## src/rtl/bcd.sv

```systemverilog
// bcd: 8-bit unsigned binary to 3-digit packed BCD (hundreds, tens, ones).
// Two register stages with the double-dabble conversion unrolled between
// them. Accepts one sample per clock; a sample presented at edge N shows up
// on H/T/O with out_valid=1 after edge N+1.
//
// Handshake: valid-only, no backpressure. in_valid qualifies Input on the
// rising edge it is sampled; out_valid is a one-cycle pulse marking the cycle
// in which H/T/O carry a new result. Results leave in arrival order.
module bcd #(
    parameter int WIDTH = 8
) (
    input  logic             clk,
    input  logic             rst,
    input  logic             in_valid,
    input  logic [WIDTH-1:0] Input,
    output logic             out_valid,
    output logic [3:0]       H,
    output logic [3:0]       T,
    output logic [3:0]       O
);

    // Stage-1 registers
    logic [7:0]  r_data;
    logic        r_v1;

    // Stage-2 (output) registers
    logic [3:0]  r_h;
    logic [3:0]  r_t;
    logic [3:0]  r_o;
    logic        r_ov;

    // Conversion result between the stages
    logic [11:0] w_bcd;

    // Stage 1: capture the input sample; data holds when nothing is accepted
    always_ff @(posedge clk) begin
        if (rst) begin
            r_data <= 8'd0;
            r_v1   <= 1'b0;
        end else begin
            r_v1 <= in_valid;
            if (in_valid) begin
                r_data <= Input;
            end
        end
    end

    // Double-dabble: the 12-bit BCD part of the scratch register is kept
    // separately and each shift pulls in the next data bit, MSB first.
    always_comb begin
        w_bcd = 12'd0;
        for (int i = 0; i < 8; i++) begin
            if (w_bcd[3:0] >= 4'd5) begin
                w_bcd[3:0] = w_bcd[3:0] + 4'd3;
            end
            if (w_bcd[7:4] >= 4'd5) begin
                w_bcd[7:4] = w_bcd[7:4] + 4'd3;
            end
            if (w_bcd[11:8] >= 4'd5) begin
                w_bcd[11:8] = w_bcd[11:8] + 4'd3;
            end
            w_bcd = {w_bcd[10:0], r_data[7-i]};
        end
    end

    // Stage 2: load digits for a valid stage-1 sample, otherwise hold them
    always_ff @(posedge clk) begin
        if (rst) begin
            r_h  <= 4'd0;
            r_t  <= 4'd0;
            r_o  <= 4'd0;
            r_ov <= 1'b0;
        end else begin
            r_ov <= r_v1;
            if (r_v1) begin
                r_h <= w_bcd[11:8];
                r_t <= w_bcd[7:4];
                r_o <= w_bcd[3:0];
            end
        end
    end

    assign out_valid = r_ov;
    assign H         = r_h;
    assign T         = r_t;
    assign O         = r_o;

endmodule

```

## config.mk

```make
export PLATFORM = sky130hd
export DESIGN_NAME = bcd
export DESIGN_NICKNAME = d
export VERILOG_FILES = /design/src/rtl/bcd.sv
export SDC_FILE = /design/constraint.sdc
export NUM_CORES = 1
export LEC_CHECK = 0
export CAP_MARGIN = 20
export CORE_AREA = 2 2 54 56
export CTS_BUF_LIST = sky130_fd_sc_hd__clkbuf_8 sky130_fd_sc_hd__clkbuf_16
export CTS_CLUSTER_DIAMETER = 50
export CTS_CLUSTER_SIZE = 16
export DETAILED_ROUTE_END_ITERATION = 7
export DIE_AREA = 0 0 56 58
export PLACE_DENSITY = 0.79
export SYNTH_ARGS = -nofsm -noshare
export SYNTH_HDL_FRONTEND = slang
export SYNTH_SLANG_ARGS = --single-unit
```

## constraint.sdc

```tcl
create_clock -name clk -period 7.6 [get_ports clk]
set_input_delay 1.52 -clock clk [delete_from_list [all_inputs] [get_ports clk]]
set_output_delay 1.52 -clock clk [all_outputs]
set_load 0.01 [all_outputs]
```

Word-level counts from Yosys, hierarchy flattened
Cells that the tools add are included.
Word-level totals
  output and inout port bits: 13
  flip-flop bits (word level): 20
  input bits: 11
  word-level logic and storage cells: 27
Cells by class
  magnitude comparators: 7
  add/sub/neg operators: 7
  multiplexer cells: 7
Operators with widths (number)
  4-bit two-way mux: 7
  4-bit by 2-bit adder with 4-bit output, second input constant: 5
  4-bit by 3-bit >= comparator with 1-bit output, second input constant: 5
  3-bit by 2-bit adder with 4-bit output, second input constant: 2
  3-bit >= comparator, second input constant: 2

Logic depth before layout (Yosys ltp)
  depth in word-level cells: 10
  mapped depth: 21
  gate-level depth less buffers: 21

Worst setup path after synthesis
No wires, ideal clock.
  path type: reg-to-reg
  start: reg r_data[5]
  end: reg r_t[1], in the netlist T[1]
  cell stages (with the launch flop): 21
  data required time: 7.509 ns
  arrival: 4.104 ns
  clock period less this slack: 4.195 ns
  path slack: 3.405 ns
  setup time: 0.091 ns
  path through: dfxtp_1 ha_1 o21bai_1 mux2_2 ha_1 nor2b_1 a2111o_1 a221oi_2 inv_1 ha_1 nand2b_1 o2111ai_1 mux2i_2 ha_1 inv_1 a31oi_1 mux2i_1 mux2i_1 nand2b_1 a21o_1 a311oi_1
On the way
  cells in the longest elaborated chain, start to end: 10
  elaborated cells on any way between the ends: 18
  classes of those cells: 6 x add/sub; 6 x order compare; 6 x mux
RTL lines
  start, declared: RTL line 23  | logic [7:0] r_data;
  start signal, assigned: RTL line 43  | r_data <= Input;
  3-bit by 2-bit adder with 4-bit output / 3-bit >= comparator (equally long branches): RTL line 54, 53
  4-bit two-way mux (*): RTL line 53  | if (w_bcd[3:0] >= 4'd5) begin
  4-bit by 2-bit adder with 4-bit output / 4-bit by 3-bit >= comparator with 1-bit output (equally long branches): RTL line 54, 53
  4-bit two-way mux: RTL line 53
  4-bit by 2-bit adder with 4-bit output / 4-bit by 3-bit >= comparator with 1-bit output (equally long branches): RTL line 54, 53
  4-bit two-way mux: RTL line 53
  4-bit by 2-bit adder with 4-bit output, or another cell as far along: RTL line 54  | w_bcd[3:0] = w_bcd[3:0] + 4'd3;
  4-bit two-way mux, on equally long branches: RTL line 53, 56
  4-bit by 2-bit adder with 4-bit output / 4-bit by 3-bit >= comparator with 1-bit output (equally long branches): RTL line 57, 56
  4-bit two-way mux (*): RTL line 56  | if (w_bcd[7:4] >= 4'd5) begin
  end signal, assigned: RTL line 77  | r_t <= w_bcd[7:4];
  end, declared: RTL line 28  | logic [3:0] r_t;
Mark *: on every way between the ends. The rest lies on a longest branch, timed or not.
A chain may end at the register's enable or synchronous reset.

Worst setup path after layout
Ends and elaborated chain as after synthesis.

==> results.toml <==
[route]
drt_first_pass_iters = 4
detail-route-antenna-nets = 0
drt_wl_total_microns = 3100
wire_per_inst_microns = 13.8
via_per_inst = 6.02
vias = 1349
drc = 0
drt_iter0_markers = 69

[sta]
worst_slew_pin_slew_ps = 711
fin_tns_setup_ps = 0
hold_viol = 0
skew_ps = 3.23
min_period_over_period_pct = 63.6
drv_slew = 0
rsz0062_at_grt = "false"
timing.fmax_mhz = 207
relSlewSlack_pct = 52.5
worst_slack_ps = 2770
final.min_clock_period_ps = 4830
finalSetupViolCount = 0

[min_path]
whs_path_depth = 2
min_to = "T[0]$_SDFFE_PP0P_"
min-delay-start = "T[0]$_SDFFE_PP0P_"
hold_class = "register to register"

[final_layout]
final_common_cell = "nor2_1"
drive_gt1_share_pct = 8.81
mostFrequentLayoutCells = "nor2_1, clkdlybuf4s50_1, dfxtp_1, mux2i_1, inv_1"
antenna_cells = 0
fin_cells = 224
nets = 212
areaGrowthSynthToFinish_pct = 18.8
multi_input_area_sq_um = 980
final-seq-area_sq_um = 400
fillers = 224

[worst_setup_path]
crit_path_start_kind = "register"
path_cells = "ha_1 > o21bai_1 > mux2_2 > ha_1 > nor2b_1 > a2111o_1 > a221oi_2 > inv_1 > ha_1 > nand2b_1 > o2111ai_1 > mux2i_2 > ha_1 > inv_1 > a31oi_1 > mux2i_1 > mux2i_1 > nand2b_1 > a21o_1 > a311oi_1"
critPathMaxFanout = 8
rrSetupSlack_ps = 2770
critical-path-max-stage-delay_ps = 490
cpMostUsedCell = "ha_1"
required_ps = 7770
r2r_start = "r_data[5]$_SDFFE_PP0P_"
reg2reg_to = "T[1]$_SDFFE_PP0P_"
endpoint_kind = "register"
cp.arrival_ps = 5000
reg2regPathDepth = 20
path_class = "register to register"
crit_start = "r_data[5]$_SDFFE_PP0P_"
slowest_stage = "dfxtp_1"

[clock_tree]
cts_made_buffers = 3
post_cts_resized = 0
insertion_delay_ps = 260
clockRootBuffer = "clkbuf_8"
cts_hold_buf = 0
cts_tree = "yes"
clk_pin_slew_ps = 80
clk_path_buf_depth = 2
clock-sinks = 20
h-tree-depth = 1
post-cts-setup-buffers = 0

[grt]
globalRouteMet1Util_pct = 23.8
overflow = 0
grt_use_met2_pct = 37.3
track_usage_pct = 19.9
grt_start_max_net_pins = 21
grt_use_met3_pct = 2.68
antenna_found_initial = 0
grt_pass1_vias = 1255
grt-busiest-layer = "met2"
grt_pass1_wl_microns = 5310

[floorplan]
dieArea_sq_um = 3250
num_rows = 19
design.portCount = 24
coreArea_sq_um = 2660
fp.dieW_microns = 56
initial_core_util_pct = 55.2
die_h_microns = 58

[yosys]
synth_edf_count = 0
netlist.area_leader.share_pct = 27.3
synth_area_sq_um = 1470
synth-main-ff-cell = "dfxtp_1"
postSynth.asyncResetShare_pct = 0
seq_area_frac_synth_pct = 27.3
syn_avg_cell_area_sq_um = 8.30
synthAdderAreaFrac_pct = 5.96
synthMuxAreaShare_pct = 14.1
ys_ff_latch = 20
synthXorXnorAreaFrac_pct = 1.70
synth_top_family_by_area = "compound AO/OA/AOI/OAI gates"
synth-compound-area-share_pct = 25.6
yosysWarnings = 0
synthSimpleGateAreaFrac_pct = 18.8
syn_inst = 177
synth_cell_types = 50
synth_top_area_cell = "dfxtp_1"
synth_area_leaders = "dfxtp_1, mux2i_1, nor2_1, ha_1, inv_1"

[power_and_ir_drop]
ir_worst_vdd_uv = 143
power.density_nw_per_um2 = 200
p_leak_nw = 0.704

[placed_design]
dp.cells = 220
dp_slack_ps = 2860
io_buffers = 21
gp_routability_congestion = 0.852
dp_hpwl_microns = 2290

[flow_run]
cap_viol_max_count = 0

[status]
status = "complete, no violations"
[cell usage after synthesis (2+ instances only)]
cell and count:
a211oi_1 4, a21oi_1 6, o21bai_1 2, inv_1 12, buf_2 2, a21o_1 2
ha_1 7, o211a_1 2, nor2_1 30, dfxtp_1 20, nand2_1 8, or3_1 2
o21ai_0 6, nand3_1 2, clkbuf_1 6, a311oi_1 5, nor2b_1 4, mux2i_1 16
nand2b_1 2, o211ai_1 2, buf_4 2, mux2_2 3, o22ai_1 2, a31oi_1 3
and2_1 2
[worst max-delay path: cells and delay by family, from the launching register on]
| kind | cells | cell delay [ps] |
|---|---|---|
| AOI/OAI and AO/OA | 7 | 1540 |
| adders and majority gates | 4 | 980 |
| buffers and inverters | 2 | 190 |
| DFF | 1 | 490 |
| muxes | 4 | 1080 |
| and+or+nand+nor | 3 | 440 |
[sequential cells by signal (all words and copies together), names as in the netlist]
register,flops
H,2
r_data,8
out_valid,1
T,4
r_v1,1
O,4
[report_power, final]
part           total [W]  leakage [nW]  internal, W  switching, W
Combinational   0.000121         0.504    0.0000542     0.0000664
Sequential      0.000120         0.165     0.000111    0.00000842
Clock           0.000109        0.0357    0.0000703     0.0000386
[logic make-up after synthesis]
group	after synthesis
buf+inv	22
other cells	1
fa+ha+maj	7
compound gates	48
mux	20
flops	20
xor+xnor	2
simple gates	57
[metrics by stage]
| stage | util [%] | area (sq um) | power [W] | hold WS [ps] |
|---|---|---|---|---|
| final | 65.6 | 1750 | 0.000349 | 478 |
| after global routing | 65.6 | 1750 | 0.000368 | 496 |
| after CTS | 65.6 | 1750 | 0.000349 | 478 |
| after detailed placement | 62.9 | 1670 | 0.000241 | 465 |
| after global placement | 62.9 | 1670 | 0.000235 | 461 |
| after floorplan | - | 1470 | 0.000212 | 460 |
[cell type report]
| cell class | count | share of cell area (%) |
|---|---|---|
| clock inverters | 1 | 1.72 |
| well taps | 31 | 2.22 |
| clock buffers | 3 | 2.37 |
| repair buffers | 21 | 12.0 |
| flip-flops and latches | 20 | 22.9 |
| multi-input cells | 136 | 56.1 |
| inverters | 12 | 2.58 |
[worst max-delay path by stage]
stage                              to  depth (start not counted)
global placement    T[1]$_SDFFE_PP0P_                         21
floorplan           T[1]$_SDFFE_PP0P_                         20
CTS                 T[1]$_SDFFE_PP0P_                         20
global route        T[1]$_SDFFE_PP0P_                         20
finish              T[1]$_SDFFE_PP0P_                         20
detailed placement  T[1]$_SDFFE_PP0P_                         20
[routing by layer]
metal / up-vias / share of wire (%)
met4: 0 / 1.7
met3: 11 / 5.0
met5: - / 0
met2: 58 / 49
li1: 666 / -
met1: 614 / 44
Power figures use the tool's default switching activity.
